$ cat src/rtl/host_csr_pkg.sv
// Shared definitions for the host CSR responder: opcodes, register map,
// FSM encoding and the address decoder used by the responder.
package host_csr_pkg;

  localparam logic OP_RD = 1'b0;
  localparam logic OP_WR = 1'b1;

  localparam int unsigned CTRL_OFF = 32'h0000_0000;
  localparam int unsigned ECNT_OFF = 32'h0000_0004;
  localparam int unsigned VAL_BASE = 32'h0000_0008;

  localparam int unsigned CTRL_IDX = CTRL_OFF >> 2;
  localparam int unsigned ECNT_IDX = ECNT_OFF >> 2;
  localparam int unsigned VAL_IDX  = VAL_BASE >> 2;

  typedef enum logic [1:0] {
    IDLE  = 2'd0,
    WRITE = 2'd1,
    READ  = 2'd2
  } state_e;

  typedef struct packed {
    logic       valid;
    logic [7:0] idx;
  } reg_sel_t;

  // Maps a byte address to a word index; misaligned or out-of-bank addresses are flagged invalid.
  function automatic reg_sel_t decode_addr(input logic [31:0] addr, input int unsigned num_regs);
    reg_sel_t sel;
    sel.valid = (addr[1:0] == 2'b00) && ({2'b00, addr[31:2]} < num_regs);
    sel.idx   = addr[9:2];
    return sel;
  endfunction

endpackage

$ cat src/rtl/host_csr_responder_if.sv
// Host request/response channel between the host bridge (master) and the
// device-side CSR responder (slave).
interface host_csr_responder_if #(
  parameter int ADDR_BITS = 16,
  parameter int DATA_BITS = 32
);
  logic                 req_valid;
  logic                 req_opcode;
  logic [ADDR_BITS-1:0] req_addr;
  logic [DATA_BITS-1:0] req_value;
  logic                 req_deq;
  logic                 resp_valid;
  logic [DATA_BITS-1:0] resp_bits;

  modport master (
    output req_valid, req_opcode, req_addr, req_value,
    input  req_deq, resp_valid, resp_bits
  );

  modport slave (
    input  req_valid, req_opcode, req_addr, req_value,
    output req_deq, resp_valid, resp_bits
  );
endinterface

$ cat src/rtl/host_csr_responder.sv
// Device end of the host register-access protocol: accepts one request every
// two cycles, updates the CSR bank on writes and returns read data one cycle later.
module host_csr_responder
  import host_csr_pkg::*;
#(
  parameter int ADDR_BITS = 16,
  parameter int DATA_BITS = 32,
  parameter int NUM_VALS  = 2,
  parameter int NUM_PTRS  = 4
) (
  input  logic                          clock,
  input  logic                          reset,
  host_csr_responder_if.slave           host,
  output logic                          launch,
  input  logic                          finish,
  input  logic                          ecnt_valid,
  input  logic [DATA_BITS-1:0]          ecnt_value,
  output logic [NUM_VALS*DATA_BITS-1:0] vals,
  output logic [NUM_PTRS*DATA_BITS-1:0] ptrs
);

  localparam int unsigned NUM_REGS = VAL_IDX + NUM_VALS + NUM_PTRS;
  localparam int          IDX_W    = $clog2(NUM_REGS);
  localparam int unsigned PTR_IDX  = VAL_IDX + NUM_VALS;

  localparam logic [IDX_W-1:0]     CTRL_I    = IDX_W'(CTRL_IDX);
  localparam logic [IDX_W-1:0]     ECNT_I    = IDX_W'(ECNT_IDX);
  localparam logic [DATA_BITS-1:0] CTRL_DONE = DATA_BITS'(2'b10);

  state_e               state_q, state_d;
  logic [ADDR_BITS-1:0] addr_q, addr_d;
  logic [DATA_BITS-1:0] value_q, value_d;
  logic                 resp_valid_q, resp_valid_d;
  logic [DATA_BITS-1:0] resp_bits_q, resp_bits_d;
  logic [DATA_BITS-1:0] csr_q [NUM_REGS];
  logic [DATA_BITS-1:0] csr_d [NUM_REGS];

  reg_sel_t         wr_sel, rd_sel;
  logic [IDX_W-1:0] wr_idx, rd_idx;
  logic             accept;

  assign accept = (state_q == IDLE) && host.req_valid && !reset;

  // CSR next-state: host write first, then core-side finish/ecnt override their registers.
  always_comb begin
    csr_d  = csr_q;
    wr_sel = decode_addr(32'(addr_q), NUM_REGS);
    wr_idx = IDX_W'(wr_sel.idx);
    if ((state_q == WRITE) && wr_sel.valid) begin
      if (wr_idx == CTRL_I) begin
        csr_d[wr_idx] = {{(DATA_BITS-2){1'b0}}, value_q[1:0]};
      end else begin
        csr_d[wr_idx] = value_q;
      end
    end else begin
      csr_d = csr_q;
    end
    csr_d[CTRL_I] = finish     ? CTRL_DONE  : csr_d[CTRL_I];
    csr_d[ECNT_I] = ecnt_valid ? ecnt_value : csr_d[ECNT_I];
  end

  // Request FSM: accept in IDLE, commit in WRITE, present response during READ.
  always_comb begin
    state_d      = state_q;
    addr_d       = addr_q;
    value_d      = value_q;
    resp_valid_d = 1'b0;
    resp_bits_d  = '0;
    rd_sel       = decode_addr(32'(host.req_addr), NUM_REGS);
    rd_idx       = IDX_W'(rd_sel.idx);
    case (state_q)
      IDLE: begin
        if (accept) begin
          addr_d  = host.req_addr;
          value_d = host.req_value;
          case (host.req_opcode)
            OP_WR: state_d = WRITE;
            OP_RD: begin
              state_d      = READ;
              resp_valid_d = 1'b1;
              // Read data sampled from next-state so same-edge updates are visible.
              resp_bits_d  = rd_sel.valid ? csr_d[rd_idx] : '0;
            end
            default: state_d = IDLE;
          endcase
        end else begin
          state_d = IDLE;
        end
      end
      WRITE:   state_d = IDLE;
      READ:    state_d = IDLE;
      default: state_d = IDLE;
    endcase
  end

  // State, latched request, response and CSR bank registers.
  always_ff @(posedge clock) begin
    if (reset) begin
      state_q      <= IDLE;
      addr_q       <= '0;
      value_q      <= '0;
      resp_valid_q <= 1'b0;
      resp_bits_q  <= '0;
      csr_q        <= '{default: '0};
    end else begin
      state_q      <= state_d;
      addr_q       <= addr_d;
      value_q      <= value_d;
      resp_valid_q <= resp_valid_d;
      resp_bits_q  <= resp_bits_d;
      csr_q        <= csr_d;
    end
  end

  assign host.req_deq    = accept;
  assign host.resp_valid = resp_valid_q && !reset;
  assign host.resp_bits  = reset ? '0 : resp_bits_q;
  assign launch          = csr_q[CTRL_I][0];

  for (genvar g = 0; g < NUM_VALS; g++) begin : g_vals
    assign vals[g*DATA_BITS +: DATA_BITS] = csr_q[IDX_W'(VAL_IDX + g)];
  end

  for (genvar g = 0; g < NUM_PTRS; g++) begin : g_ptrs
    assign ptrs[g*DATA_BITS +: DATA_BITS] = csr_q[IDX_W'(PTR_IDX + g)];
  end

endmodule
$ cat src/flat_wrapper.sv
// flat-port wrapper written by rule: the top's interface ports become plain ports
module host_csr_responder_flat import host_csr_pkg::*;
#(
  parameter int ADDR_BITS = 16,
  parameter int DATA_BITS = 32,
  parameter int NUM_VALS  = 2,
  parameter int NUM_PTRS  = 4
)
  (clock, reset, launch, finish, ecnt_valid, ecnt_value, vals, ptrs, host_req_valid, host_req_opcode, host_req_addr, host_req_value, host_req_deq, host_resp_valid, host_resp_bits);
  host_csr_responder_if #(.ADDR_BITS(ADDR_BITS), .DATA_BITS(DATA_BITS)) host_i ();
  input  logic clock;
  input  logic reset;
  output logic launch;
  input  logic finish;
  input  logic ecnt_valid;
  input  logic [DATA_BITS-1:0] ecnt_value;
  output logic [NUM_VALS*DATA_BITS-1:0] vals;
  output logic [NUM_PTRS*DATA_BITS-1:0] ptrs;
  input wire logic [$bits(host_i.req_valid)-1:0] host_req_valid;
  input wire logic [$bits(host_i.req_opcode)-1:0] host_req_opcode;
  input wire logic [$bits(host_i.req_addr)-1:0] host_req_addr;
  input wire logic [$bits(host_i.req_value)-1:0] host_req_value;
  output wire logic [$bits(host_i.req_deq)-1:0] host_req_deq;
  output wire logic [$bits(host_i.resp_valid)-1:0] host_resp_valid;
  output wire logic [$bits(host_i.resp_bits)-1:0] host_resp_bits;
  assign host_i.req_valid = host_req_valid;
  assign host_i.req_opcode = host_req_opcode;
  assign host_i.req_addr = host_req_addr;
  assign host_i.req_value = host_req_value;
  assign host_req_deq = host_i.req_deq;
  assign host_resp_valid = host_i.resp_valid;
  assign host_resp_bits = host_i.resp_bits;
  host_csr_responder #(.ADDR_BITS(ADDR_BITS), .DATA_BITS(DATA_BITS), .NUM_VALS(NUM_VALS), .NUM_PTRS(NUM_PTRS)) u_core (.clock(clock), .reset(reset), .host(host_i), .launch(launch), .finish(finish), .ecnt_valid(ecnt_valid), .ecnt_value(ecnt_value), .vals(vals), .ptrs(ptrs));
endmodule
$ cat config.mk
export PLATFORM = sky130hd
export DESIGN_NAME = host_csr_responder_flat
export DESIGN_NICKNAME = d
export VERILOG_FILES = /design/src/rtl/host_csr_pkg.sv /design/src/rtl/host_csr_responder_if.sv /design/src/rtl/host_csr_responder.sv /design/src/flat_wrapper.sv
export SDC_FILE = /design/constraint.sdc
export NUM_CORES = 1
export LEC_CHECK = 0
export BUFFER_PORTS_ARGS = -buffer_cell sky130_fd_sc_hd__buf_2
export CAP_MARGIN = 20
export CELL_PAD_IN_SITES_DETAIL_PLACEMENT = 1
export CELL_PAD_IN_SITES_GLOBAL_PLACEMENT = 1
export CORE_ASPECT_RATIO = 1.75
export CORE_MARGIN = 3
export CORE_UTILIZATION = 43
export CTS_BUF_LIST = sky130_fd_sc_hd__clkbuf_4
export CTS_CLUSTER_SIZE = 30
export DETAILED_ROUTE_END_ITERATION = 12
export PLACE_DENSITY = 0.83
export SYNTH_ARGS = -nofsm -noshare
export SYNTH_HDL_FRONTEND = slang
export SYNTH_SLANG_ARGS = --single-unit
$ cat constraint.sdc
create_clock -name clock -period 2.6 [get_ports clock]
set_input_delay 0.65 -clock clock [delete_from_list [all_inputs] [get_ports clock]]
set_output_delay 0.65 -clock clock [all_outputs]
set_load 0.005 [all_outputs]
# Yosys cells after proc, flatten, opt, wreduce, memory -nomap -nowiden
# Cells that the tools add are included.
[op_classes] n_shift=0 bitwise=6 mul=0 reduce_logical=15 mux=14 n_addsub=0 div_mod_pow=0 order_cmp=5 n_eq_ne=1
[ops] op="$bwmux 256" count=2
[ops] op="$mux 256" count=2
[ops] op="$mux 32" count=6
[ops] op="$bmux 32 s3" count=1
[ops] op="$demux 32 s3" count=1
[ops] op="$lt 14x4->1 const B" count=2
[ops] op="$ge 4x4->1 const B" count=2
[ops] op="$not 3->4" count=2
[ops] op="$logic_and 1x1->1" count=7
[ops] op="$logic_not 2->1" count=3
[ops] op="$reduce_or 5->1" count=1
[ops] op="$lt 4x1->1 const B" count=1
[ops] op="$not 1->1" count=4
[ops] op="$pmux 2 s2" count=1
[ops] op="$logic_not 3->1" count=1
[ops] op="$reduce_or 3->1" count=1
[ops] op="$eq 2x1->1 const B" count=1
[ops] op="$reduce_and 2->1" count=1
[ops] op="$logic_not 1->1" count=1
[ops] op="$mux 1" count=1
[word_totals] memories=0 rom_bits=0 ram_bits=0 word_cells=54 output_inout_bits=227 input_bits=86 reg_bits=339 latch_bits=0

# Logic depth before layout (Yosys ltp)
[logic_depth] ltp_word=12 ltp_mapped=9 depth_no_buf=6

# Least setup slack after synthesis
# Ideal clock, no wire load.
[synth_path] path_type="input port to flip-flop" startpoint="in host_req_addr[3]" endpoint="reg u_core.resp_bits_q[29]" stages=7 path_buffers=4 required_time_ps=2482 arrival_time_ps=2168 slack_ps=315 cell_sequence="buf_2 > clkbuf_1 > nor2_1 > clkbuf_1 > buf_2 > a221oi_2 > o2111a_1"
[synth_via] elab_chain_len=4 word_cells_on_any_way=8 classes_between="1 x order compare; 3 x mux; 2 x bitwise; 2 x reduce/logical"
[synth_rtl] element="start, declared" line="flat_wrapper.sv:21" text="input wire logic [$bits(host_i.req_addr)-1:0] host_req_addr;"
[synth_rtl] element="$lt 14x4->1 or $not 3->4 (tied branches)" line="host_csr_pkg.sv:30, host_csr_responder.sv:82"
[synth_rtl] element="$logic_and 1x1->1 or $bmux 32 s3 (tied branches)" line="host_csr_pkg.sv:30, host_csr_responder.sv:82"
[synth_rtl] element="$not 1->1 (no source line) or $mux 32 (tied branches)"
[synth_rtl] element="$reduce_or 5->1 (no source line) or $mux 32 (tied branches)"
[synth_rtl] element="end signal, assigned" line="host_csr_responder.sv:110" text="resp_bits_q <= resp_bits_d;"
[synth_rtl] element="end, declared" line="host_csr_responder.sv:34" text="logic [DATA_BITS-1:0] resp_bits_q, resp_bits_d;"
# Parallel ways exist; a longest one is shown, timed or not. The select of a mux whose other input is x is not followed.
# A chain may end at the register's enable or synchronous reset.

==> flow_summary.json <==
{
  "clkTransAtPathRegs_ns": 0.07,
  "die-width_um": 158,
  "routabilityCongestion": 0.905,
  "cp.arrival_ns": 1.84,
  "tightestPinTransition_ns": 0.730,
  "worst-r2r-cell-count": 8,
  "dr.pass1.iters": 5,
  "cts_tree": "done",
  "synth-seq-cells": 338,
  "drv_slew": 0,
  "cp_data_required_time_ns": 1.95,
  "die_area_um2": 42700,
  "ys_warn_count": 0,
  "hold-path-endpoint": "u_core.value_q[6]$_SDFFE_PP0P_",
  "cp_max_fo": 4,
  "place_area_um2": 17800,
  "clock_skew_ns": 0.0567,
  "fmax_ghz": 0.402,
  "drc": 0,
  "postRouteWirelength_um": 60100,
  "die_h_um": 271,
  "synth_async_sr_flop_share_pct": 0,
  "drt_iter0_drc": 861,
  "grt_start_max_net_pins": 98,
  "outcome": "completed",
  "coreArea_um2": 39400,
  "port_buffers": 312,
  "critPathSlowestCell": "nor4b_4",
  "worst_slack_ns": 0.110,
  "whs_path_depth": 3,
  "syn_inst": 2006,
  "antenna_found_initial": 5,
  "cts_buffers": 83,
  "cts.sinks": 338,
  "fin_crit_sh_pct": 95.8,
  "worst_hold_path_type": "primary input to flip-flop",
  "avgSynthCellArea_um2": 8.62,
  "syn-cell-area_um2": 17300,
  "reg2reg_from": "u_core.addr_q[10]$_SDFFE_PP0P_",
  "dr_wl_met3_um": 2990,
  "wl_met1_um": 22100,
  "synth_cell_type_count": 61,
  "cts_max_level": 3,
  "path_cells": "nor4b_4, buf_4, buf_2",
  "num_vias": 15137,
  "dp_hpwl_um": 42200,
  "overflow": 0,
  "wl_met2_um": 31000,
  "grt_pass1_vias": 16015,
  "fin_nets": 2172,
  "worstSetupEndpointType": "output pin",
  "track_usage_pct": 27.3,
  "clockRootBuffer": "clkbuf_4",
  "r2r_slack_ns": 0.12,
  "synth-edff-count": 0,
  "finalCriticalPeriod_ns": 2.49,
  "maxCapViolCount": 0,
  "fin_util_pct": 48.0,
  "ios": 313,
  "grt_first_pass_wirelength_um": 90600,
  "clk_latency_ns": 0.80,
  "hold_viol": 0,
  "top_layer_used": "met5",
  "ant_nets": 0,
  "floorplan.initialDensity_pct": 43.9,
  "post_route_cells_drive_above_1_share_pct": 27.0,
  "synth_seq_area_share_pct": 39.2,
  "hp-start": "host_req_value[6]",
  "relSlewSlack_pct": 50.1,
  "synth_ff_type": "dfxtp_1",
  "power.leakage_nw": 8.41,
  "startpoint_type": "flip-flop",
  "synthesis.nets": 2092,
  "fillCellCount": 4745,
  "fin_tns_setup_ns": 0,
  "areaGrowthSynthToFinish_pct": 9.43,
  "r2r_end": "u_core.resp_bits_q[16]$_SDFF_PP0_",
  "viasPerCell": 5.75,
  "pre_cts_slack_ns": -0.114,
  "drt-wirelength-per-cell_um": 22.8,
  "clockBufferDepth": 3,
  "worstSetupPathType": "flip-flop to output pin",
  "ir_worst_vdd_mv": 0.310,
  "std_cell_rows": 96,
  "fin_area_um2": 18900,
  "powerDensity_nw_per_um2": 561,
  "max_stage_delay_ns": 0.40,
  "setup_viol": 0
}
-- routing by layer --
| metal | up-vias | track usage [%] |
|---|---|---|
| met2 | 537 | 49.1 |
| li1 | 6907 | - |
| met4 | 4 | 17.9 |
| met1 | 7490 | 28.4 |
| met5 | - | 0 |
| met3 | 199 | 4.93 |
-- per-stage QoR --
| step | total power [mW] | hold WS [ns] | instances |
|---|---|---|---|
| global route | 11.1 | 0.0368 | 2631 |
| global placement | 6.35 | 0.442 | 2485 |
| CTS | 10.7 | 0.00965 | 2625 |
| detailed placement | 6.39 | 0.447 | 2485 |
| finish | 10.6 | 0.0630 | 2632 |
| floorplan | 6.04 | 0.430 | 2006 |
-- cells in the mapped netlist, drive strengths merged, types with 2 or more instances --
master | count | area [um2]
dfxtp | 338 | 6770
buf | 258 | 1910
nand2 | 240 | 903
nor2 | 239 | 897
mux2i | 156 | 1560
clkbuf | 128 | 480
a21oi | 102 | 510
nor2b | 66 | 413
o21ai | 50 | 250
nand2b | 48 | 300
and2 | 38 | 240
nor3 | 38 | 190
a221oi | 31 | 440
o31ai | 31 | 233
a311oi | 30 | 263
a41o | 30 | 300
a21boi | 29 | 218
mux2 | 29 | 327
o2111a | 28 | 315
o211ai | 28 | 210
nand3 | 9 | 45.0
and3 | 6 | 37.5
inv | 6 | 22.5
nor4 | 6 | 58.8
and4 | 5 | 43.8
a211oi | 4 | 30.0
nand4 | 4 | 40.0
nor4b | 4 | 62.6
a2111oi | 3 | 32.5
a221o | 3 | 30.0
a31o | 3 | 26.3
nor3b | 2 | 15.0
or3 | 2 | 12.5
-- timing repair --
| item | 4_1_cts | 5_1_grt |
|---|---|---|
| setup buffers | 0 | 2 |
| endpoints found under the hold margin | 3 | 0 |
| hold buffers | 3 | 0 |
| setup endpoints to repair | 0 | 9 |
| gates resized for setup | 0 | 8 |
-- worst max path at each step --
stage	startpoint	endpoint	slack, ns	cells past startpoint
final	u_core.resp_valid_q$_SDFF_PP0_	host_req_deq	0.11	3
after floorplan	host_req_addr[3]	u_core.resp_bits_q[29]$_SDFF_PP0_	0.31	7
after global placement	host_req_addr[5]	u_core.resp_bits_q[0]$_SDFF_PP0_	-0.04	8
after detailed placement	host_req_addr[5]	u_core.resp_bits_q[30]$_SDFF_PP0_	-0.11	8
after CTS	u_core.resp_valid_q$_SDFF_PP0_	u_core.csr_q[240]$_SDFF_PP0_	0.002	6
after global routing	u_core.state_q[0]$_SDFF_PP0_	u_core.resp_bits_q[16]$_SDFF_PP0_	-0.00004	8
-- cells in the final DEF (no fill, tap or decap), types with 47 or more instances in the layout --
cell type	count
nand2b_1	47
dfxtp_1	337
o21ai_0	50
nor2_1	237
buf_4	48
mux2i_1	152
nor2b_1	65
clkbuf_4	110
nand2_1	238
buf_2	310
a21oi_1	102
-- power breakdown --
| group | leakage, nW | total [mW] | switching [mW] | internal [mW] |
|---|---|---|---|---|
| registers | 2.74 | 5.43 | 0.156 | 5.27 |
| clock network | 0.571 | 4.31 | 2.24 | 2.07 |
| logic | 5.10 | 0.868 | 0.562 | 0.306 |
-- worst max-delay path: cells and delay by family, from the launching register on --
family | cells | cell delay, ns
AND/OR/NAND/NOR | 1 | 0.40
flip-flops | 1 | 0.36
buffers and inverters | 2 | 0.32
-- state kept, by name, summed over array words and instances (netlist names) --
| register | cells |
|---|---|
| u_core.csr_q | 63 |
| u_core.resp_bits_q | 32 |
| u_core.vals | 64 |
| u_core.state_q | 1 |
| u_core.launch | 1 |
| u_core.ptrs | 128 |
| u_core.resp_valid_q | 1 |
| u_core.addr_q | 16 |
| u_core.value_q | 32 |
-- kinds of logic (layout without fill, tap and decap cells) --
group,after synthesis,count (layout),share of synthesized area (%)
simple gates,711,711,19.0
buf+inv,392,524,14.0
compound gates,378,378,16.8
flops,338,338,39.2
mux,185,185,10.9
xor+xnor,2,2,0.101
other cells,0,4,0
-- cell type report --
class	count	area [um2]	area share [%]
multi-input combinational	1276	8200	43.3
sequential	338	6770	35.8
timing repair buffer	381	2310	12.2
clock buffer	110	826	4.37
tap	490	613	3.24
clock inverter	27	158	0.834
inverter	6	23.8	0.126
antenna	4	10.0	0.0529
Note: power is estimated with default switching activity, not from simulation.
